**src/rtl/dispatch_unit.sv**
```systemverilog
// In-order dispatch stage: holds one decoded instruction, allocates a station tag,
// reads and bypasses operands, renames rd and issues to the ALU, branch or LS station.
module dispatch_unit #(
  parameter int IDX_W  = 4,
  parameter int ALU_RS = 16,
  parameter int LS_RS  = 16,
  parameter int DATA_W = 32,
  parameter int NAME_W = 5,
  parameter int OP_W   = 6,
  localparam int TAG_W = IDX_W + 2
) (
  input  logic              clk,
  input  logic              rst,
  input  logic              flush,
  input  logic              dec_valid,
  output logic              dec_ready,
  input  logic [NAME_W-1:0] dec_rs1,
  input  logic [NAME_W-1:0] dec_rs2,
  input  logic [NAME_W-1:0] dec_rd,
  input  logic [OP_W-1:0]   dec_op,
  input  logic [3:0]        dec_class,
  input  logic [DATA_W-1:0] dec_addr,
  input  logic [DATA_W-1:0] dec_imm,
  output logic [NAME_W-1:0] rf_name1,
  output logic [NAME_W-1:0] rf_name2,
  input  logic [TAG_W-1:0]  rf_tag1,
  input  logic [TAG_W-1:0]  rf_tag2,
  input  logic [DATA_W-1:0] rf_data1,
  input  logic [DATA_W-1:0] rf_data2,
  input  logic              cdb_valid,
  input  logic [TAG_W-1:0]  cdb_tag,
  input  logic [DATA_W-1:0] cdb_data,
  input  logic [ALU_RS-1:0] alu_free,
  input  logic [LS_RS-1:0]  ls_free,
  input  logic              br_free,
  output logic              ren_en,
  output logic [NAME_W-1:0] ren_name,
  output logic [TAG_W-1:0]  ren_tag,
  output logic              alu_en,
  output logic              br_en,
  output logic              ls_en,
  output logic [DATA_W-1:0] iss_op1,
  output logic [DATA_W-1:0] iss_op2,
  output logic [TAG_W-1:0]  iss_tag1,
  output logic [TAG_W-1:0]  iss_tag2,
  output logic [TAG_W-1:0]  iss_tagw,
  output logic [NAME_W-1:0] iss_namew,
  output logic [OP_W-1:0]   iss_op,
  output logic [DATA_W-1:0] iss_imm,
  output logic [DATA_W-1:0] iss_addr
);

  localparam logic [3:0] ClassLUI   = 4'd0;
  localparam logic [3:0] ClassAUIPC = 4'd1;
  localparam logic [3:0] ClassJAL   = 4'd2;
  localparam logic [3:0] ClassJALR  = 4'd3;
  localparam logic [3:0] ClassB     = 4'd4;
  localparam logic [3:0] ClassLD    = 4'd5;
  localparam logic [3:0] ClassST    = 4'd6;
  localparam logic [3:0] ClassRI    = 4'd7;
  localparam logic [3:0] ClassRR    = 4'd8;

  localparam logic [TAG_W-1:0] TagFree = {1'b1, {(TAG_W-1){1'b0}}};

  logic              holdValid_q, holdValid_d;
  logic [NAME_W-1:0] holdRs1_q, holdRs2_q, holdRd_q;
  logic [OP_W-1:0]   holdOp_q;
  logic [3:0]        holdClass_q;
  logic [DATA_W-1:0] holdAddr_q, holdImm_q;

  logic              maskValid_q, maskValid_d;
  logic              maskLs_q, maskLs_d;
  logic [IDX_W-1:0]  maskIdx_q, maskIdx_d;

  logic              isAlu, isBr, isLs, use1, use2, writesRd;
  logic [ALU_RS-1:0] aluEff;
  logic [LS_RS-1:0]  lsEff;
  logic [IDX_W-1:0]  aluIdx, lsIdx;
  logic              resourceOk, fire, accept;
  logic [TAG_W-1:0]  allocTag, tagW;
  logic [DATA_W-1:0] op1Data, op2Data;
  logic [TAG_W-1:0]  op1Tag, op2Tag;

  assign rf_name1 = holdRs1_q;
  assign rf_name2 = holdRs2_q;

  always_comb begin
    isAlu    = 1'b0;
    isBr     = 1'b0;
    isLs     = 1'b0;
    use1     = 1'b0;
    use2     = 1'b0;
    writesRd = 1'b0;
    case (holdClass_q)
      ClassLUI, ClassAUIPC, ClassJAL: begin
        isAlu    = 1'b1;
        writesRd = 1'b1;
      end
      ClassJALR, ClassRI: begin
        isAlu    = 1'b1;
        use1     = 1'b1;
        writesRd = 1'b1;
      end
      ClassRR: begin
        isAlu    = 1'b1;
        use1     = 1'b1;
        use2     = 1'b1;
        writesRd = 1'b1;
      end
      ClassB: begin
        isBr = 1'b1;
        use1 = 1'b1;
        use2 = 1'b1;
      end
      ClassLD: begin
        isLs     = 1'b1;
        use1     = 1'b1;
        writesRd = 1'b1;
      end
      ClassST: begin
        isLs = 1'b1;
        use1 = 1'b1;
        use2 = 1'b1;
      end
      default: ;
    endcase
  end

  // Station free vectors lag a cycle, so last cycle's allocation is hidden here
  always_comb begin
    aluEff = alu_free;
    lsEff  = ls_free;
    if (maskValid_q && !maskLs_q) aluEff = alu_free & ~({{(ALU_RS-1){1'b0}}, 1'b1} << maskIdx_q);
    if (maskValid_q && maskLs_q)  lsEff  = ls_free & ~({{(LS_RS-1){1'b0}}, 1'b1} << maskIdx_q);
    aluIdx = '0;
    lsIdx  = '0;
    for (int i = ALU_RS - 1; i >= 0; i--) begin
      if (aluEff[i]) aluIdx = IDX_W'(i);
    end
    for (int i = LS_RS - 1; i >= 0; i--) begin
      if (lsEff[i]) lsIdx = IDX_W'(i);
    end
  end

  always_comb begin
    if (isAlu)     resourceOk = |aluEff;
    else if (isLs) resourceOk = |lsEff;
    else if (isBr) resourceOk = br_free;
    else           resourceOk = 1'b1;
    fire      = holdValid_q && !flush && resourceOk;
    dec_ready = (!holdValid_q || fire) && !flush;
    accept    = dec_valid && dec_ready;
    allocTag  = isLs ? {1'b0, 1'b1, lsIdx} : {1'b0, 1'b0, aluIdx};
    tagW      = writesRd ? allocTag : TagFree;
  end

  always_comb begin
    op1Data = '0;
    op1Tag  = TagFree;
    op2Data = '0;
    op2Tag  = TagFree;
    if (use1) begin
      if (cdb_valid && cdb_tag == rf_tag1) op1Data = cdb_data;
      else begin
        op1Data = rf_data1;
        op1Tag  = rf_tag1;
      end
    end
    if (use2) begin
      if (cdb_valid && cdb_tag == rf_tag2) op2Data = cdb_data;
      else begin
        op2Data = rf_data2;
        op2Tag  = rf_tag2;
      end
    end
  end

  always_comb begin
    holdValid_d = holdValid_q;
    if (fire)   holdValid_d = 1'b0;
    if (accept) holdValid_d = 1'b1;
    if (flush)  holdValid_d = 1'b0;
    maskValid_d = fire && (isAlu || isLs);
    maskLs_d    = isLs;
    maskIdx_d   = isLs ? lsIdx : aluIdx;
  end

  always_ff @(posedge clk or posedge rst) begin
    if (rst) begin
      holdValid_q <= 1'b0;
      holdRs1_q   <= '0;
      holdRs2_q   <= '0;
      holdRd_q    <= '0;
      holdOp_q    <= '0;
      holdClass_q <= '0;
      holdAddr_q  <= '0;
      holdImm_q   <= '0;
      maskValid_q <= 1'b0;
      maskLs_q    <= 1'b0;
      maskIdx_q   <= '0;
    end else begin
      holdValid_q <= holdValid_d;
      maskValid_q <= maskValid_d;
      maskLs_q    <= maskLs_d;
      maskIdx_q   <= maskIdx_d;
      if (accept) begin
        holdRs1_q   <= dec_rs1;
        holdRs2_q   <= dec_rs2;
        holdRd_q    <= dec_rd;
        holdOp_q    <= dec_op;
        holdClass_q <= dec_class;
        holdAddr_q  <= dec_addr;
        holdImm_q   <= dec_imm;
      end
    end
  end

  // Strobes last one cycle; issue payload is only refreshed when something fires
  always_ff @(posedge clk or posedge rst) begin
    if (rst) begin
      alu_en    <= 1'b0;
      br_en     <= 1'b0;
      ls_en     <= 1'b0;
      ren_en    <= 1'b0;
      ren_name  <= '0;
      ren_tag   <= TagFree;
      iss_op1   <= '0;
      iss_op2   <= '0;
      iss_tag1  <= TagFree;
      iss_tag2  <= TagFree;
      iss_tagw  <= TagFree;
      iss_namew <= '0;
      iss_op    <= '0;
      iss_imm   <= '0;
      iss_addr  <= '0;
    end else begin
      alu_en <= fire && isAlu;
      br_en  <= fire && isBr;
      ls_en  <= fire && isLs;
      ren_en <= fire && writesRd && (holdRd_q != '0);
      if (fire) begin
        ren_name  <= holdRd_q;
        ren_tag   <= tagW;
        iss_op1   <= op1Data;
        iss_op2   <= op2Data;
        iss_tag1  <= op1Tag;
        iss_tag2  <= op2Tag;
        iss_tagw  <= tagW;
        iss_namew <= holdRd_q;
        iss_op    <= holdOp_q;
        iss_imm   <= holdImm_q;
        iss_addr  <= holdAddr_q;
      end
    end
  end

endmodule

```
**config.mk**
```make
export PLATFORM = sky130hd
export DESIGN_NAME = dispatch_unit
export DESIGN_NICKNAME = d
export VERILOG_FILES = /design/src/rtl/dispatch_unit.sv
export SDC_FILE = /design/constraint.sdc
export NUM_CORES = 1
export LEC_CHECK = 0
export CORE_MARGIN = 2
export CORE_UTILIZATION = 46
export DETAILED_ROUTE_END_ITERATION = 12
export PLACE_DENSITY_LB_ADDON = 0.25
export SETUP_SLACK_MARGIN = 0.3
export SYNTH_ARGS = -nofsm -noshare
export SYNTH_HDL_FRONTEND = slang
export SYNTH_SLANG_ARGS = --single-unit
```
**constraint.sdc**
```tcl
create_clock -name clk -period 10.65 [get_ports clk]
set_clock_uncertainty 0.1 [all_clocks]
set_input_delay 2.13 -clock clk [delete_from_list [all_inputs] [get_ports clk]]
set_output_delay 2.13 -clock clk [all_outputs]
set_load 0.01 [all_outputs]
```
# Word level (Yosys, flattened, before mapping)
# Cells that the tools add are included.
[totals]
regBits = 257
wordCells = 124
[op_classes]
shift = 1
eq_ne = 10
n_reduce_logical = 29
muxes = 57
n_bitwise = 3
[ops]
columns = ["cell", "count"]
rows = [
  ["$mux W4", 33],
  ["$mux W32", 4],
  ["$and A16 B16 Y16", 2],
  ["$mux W16", 2],
  ["$reduce_or A16 Y1", 2],
  ["$mux W6", 5],
  ["$eq A4 B3 Y1 const B", 4],
  ["$not A16 Y16", 1],
  ["$shl A1 B4 Y16 const A", 1],
  ["$logic_and A1 B1 Y1", 14],
  ["$eq A6 B6 Y1", 2],
  ["$mux W1", 12],
  ["$reduce_or A6 Y1", 2],
  ["$eq A4 B2 Y1 const B", 2],
  ["$reduce_or A7 Y1", 1],
  ["$mux W5", 1],
  ["$reduce_bool A5 Y1", 1],
  ["$eq A4 B1 Y1 const B", 1],
  ["$eq A4 B4 Y1 const B", 1],
  ["$logic_not A4 Y1", 1],
  ["$logic_not A1 Y1", 3],
  ["$reduce_bool A3 Y1", 1],
  ["$reduce_or A3 Y1", 1],
  ["$logic_or A1 B1 Y1", 2],
  ["$reduce_or A2 Y1", 1],
]

# Logic depth before layout (Yosys ltp)
[depth]
ltp_word = 22
mapped_depth = 12
depth_no_buf = 7

# Worst setup path after synthesis
# Ideal clock, no wire load.
[synth_timing]
kind = "input-to-output"
from = "in alu_free[4]"
to = "out dec_ready"
required_ns = 8.420
path_buffers = 2
path_slack_ns = 4.430
arrival_ns = 3.990
path_stages = 8
cell_sequence = "mux2i_1 a31oi_1 or4_1 or4_1 nand4_1 buf_2 buf_2 a21oi_1"
[synth_via]
elab_chain_cells = 7
[synth_rtl]
columns = ["item", "line_no", "source"]
rows = [
  ["from (decl)", "33", "input logic [ALU_RS-1:0] alu_free,"],
  ["$and A16 B16 Y16", "133", "if (maskValid_q && !maskLs_q) aluEff = alu_free & ~({{(ALU_RS-1){1'b0}}, 1'b1} << maskIdx_q);"],
  ["$mux W16 (*)", "133", ""],
  ["$reduce_or A16 Y1 (*)", "146", "if (isAlu) resourceOk = |aluEff;"],
  ["$mux W1 (*)", "146", ""],
  ["$logic_and A1 B1 Y1 (*)", "150", "fire = holdValid_q && !flush && resourceOk;"],
  ["$logic_or A1 B1 Y1 (*)", "151", "dec_ready = (!holdValid_q || fire) && !flush;"],
  ["$logic_and A1 B1 Y1 (*)", "151", ""],
  ["to (decl)", "16", "output logic dec_ready,"],
]
# Every way passes the cells marked *; elsewhere a longest branch is shown, timed or not.

# Final worst setup path
[layout_timing]
from = "in alu_free[5]"
to = "out dec_ready"
# Same word-level chain as after synthesis.

==> reports/metrics.csv <==
metric,value,unit
num_vias,9285,
dp_hpwl,25300,um
end_kind,output pin,
grt_antenna_before_repair,4,
gp_congestion,0.867,
cts_tree,yes,
required,8420,ps
slew_violations,0,
drt_iter0_drc,677,
cp_top_family,simple AND/OR/NAND/NOR gates,
outcome,finished clean,
numPortBuffers,423,
fp.dieW,165,um
max-clock-path-buffers,3,
insertion_delay,530,ps
fmax,0.141,GHz
syn_inst,978,
post-route-min-period,7080,ps
ios,424,
dp_cells,1663,
drive_gt1_share,16.0,%
wirelength,35100,um
grt_pass1_wl,52200,um
numCtsBuffers,28,
setup_viol_count_final,0,
grt_max_degree,238,
grt_pass1_vias,9290,
final_area,17100,sq um
cpMaxStageDelayCell,or4_1,
cts_hold_buffers,0,
placed_area,16200,sq um
start_util,47.1,%
finalSetupTns,0,ps
synth_seq_area_share,54.0,%
track_usage,24.8,%
htreeDepth,1,
ys_ff_latch,257,
synth_area_leaders,"dfrtp_1 (53%), mux2_2 (15%), mux2i_1 (7.1%)",
die_height,165,um
syn_area,11900,sq um
powerDensity,185,nW/um^2
final_hold_viol_count,0,
vias_per_cell,5.41,
p_leak,6.89,nW
path_class,in2out,
final_util,67.6,%
yosysWarningCount,0,
firstDrtPassIters,7,
start_kind,primary input,
fin_crit_sh,66.5,%
synth-edff-count,0,
clockRootBuffer,clkbuf_16,
clkTransAtPathRegs,60,ps
hp-class,reg2reg,
wire_per_inst,20.4,um
ant_nets,0,
ys_async_sr_fraction,100,%
post_cts_resized,0,
num-nets-final,1604,
ff2ff_setup_slack,6310,ps
cp_max_fo,6,
yosysTopAreaCellShare,53.3,%
syn_area_per_cell,12.2,sq um
worst-path-buf-inv,2,
total_power,3.16,mW
drv_cap,0,
row_count,58,
fillCellCount,1942,
cp_cell_sequence,"clkdlybuf4s50_1, mux2i_1, a31oi_1, or4_1, or4_1, nand4_1, a21oi_1, clkdlybuf4s50_1",
coreArea,25300,sq um
yosys.area.top_type,dfrtp_1,
timing_worst_slew_pin_value,1090,ps
drc,0,
peakVddDrop,0.162,mV
cpPeakStageDelay,570,ps
area_delta_synth_final,43.7,%
cts_sinks,257,
slew_headroom,27.1,%
worstPathArrival,4850,ps
gr-total-overflow,0,
post_cts_buffers,0,
layout.cells.non_filler,1717,
ys_types,63,
grt_setup_unrepaired,false,
syn-num-nets,1219,
die-area,27200,sq um
synth-main-ff-cell,dfrtp_1,
==> cells in the mapped netlist (all sizes together), types with 10 or more instances <==
library cell,instances
buf,53
o21ai,28
mux2i,84
o31ai,67
nand2,95
dfrtp,254
inv,10
mux2,168
clkbuf,25
a21oi,17
a31oi,17
nor2,32
==> worst paths after layout <==
check | from | endpoint | cells after the start
worst min-delay path | iss_tagw[5] | iss_tagw[5] | 2
worst max register to register | maskLs_q | rf_name2[0] | 8
min in group asynchronous | rst | iss_op2[11] | 2
worst max-delay path | alu_free[5] | dec_ready | 8
max in group asynchronous | rst | holdClass_q[1] | 3
worst min register to register | iss_tagw[5] | iss_tagw[5] | 2
==> metal layers <==
metal	wire, um	GRT usage, %
met1	13500	30.8
met3	3520	8.34
met2	16700	40.4
met4	1340	9.41
met5	13	0
==> through the flow <==
stage,hold slack (ps),worst slack (ps)
finish,371,3570
global route,392,3400
CTS,372,3570
detailed placement,363,3590
global placement,358,3590
floorplan,360,1350
==> cell families (layout without fill, tap and decap cells) <==
kind of cell / Yosys count / count (layout) / synth area share, %
xor+xnor: 13 / 13 / 0.955
buf+inv: 90 / 496 / 4.02
flops: 257 / 257 / 54.0
compound gates: 175 / 175 / 10.3
other cells: 0 / 3 / 0
simple gates: 191 / 191 / 7.81
mux: 252 / 252 / 22.9
==> sequential cells by signal, indices dropped and copies added (netlist names), 6 cells and up <==
name	cells
iss_addr	32
iss_imm	32
holdAddr_q	32
iss_op1	32
iss_tag2	6
iss_tag1	6
holdImm_q	32
iss_op2	32
iss_tagw	6
iss_op	6
holdOp_q	6
==> worst reg2reg max path, cell delays in order (launching register included) <==
cell     delay, ps
dfrtp_1        510
nor4b_2        530
a31oi_1        250
or4_1          530
or4_1          560
nand3_1        140
a21o_4         470
buf_4          680
mux2_2         460
==> cells in the final DEF, fill, tap and decap left out, types with 4 or more instances in the layout <==
cell type	count
buf_4	9
dfrtp_1	254
nor3_1	8
a31oi_1	17
a22o_1	6
xor2_1	7
clkbuf_8	6
o31ai_1	67
mux2i_1	84
clkdlybuf4s50_1	423
inv_1	9
mux2_2	158
clkbuf_1	13
xnor2_1	6
nand4_1	6
o211ai_1	4
nand2_1	95
or4_1	4
clkbuf_16	29
a21oi_1	17
o21ai_0	28
mux2_1	10
o32ai_1	4
o21a_1	4
nand3_1	8
nand2b_1	8
nor2_1	32
==> power by group <==
group / switching (mW) / internal, mW / total, mW / leakage [nW]
registers: 0.118 / 1.19 / 1.30 / 3.18
clock network: 0.375 / 0.541 / 0.916 / 0.424
logic: 0.399 / 0.540 / 0.940 / 3.28
==> final cells by class <==
type / instances / area [sq um] / share of cell area, %
antenna: 3 / 7.51 / 0.0438
multi-input combinational: 631 / 5020 / 29.3
inverter: 12 / 52.6 / 0.307
clock buffer: 48 / 857 / 5.00
clock inverter: 3 / 17.5 / 0.102
timing repair buffer: 433 / 4320 / 25.2
sequential: 257 / 6430 / 37.6
tap: 330 / 413 / 2.41
Note: power is estimated with default switching activity, not from simulation.
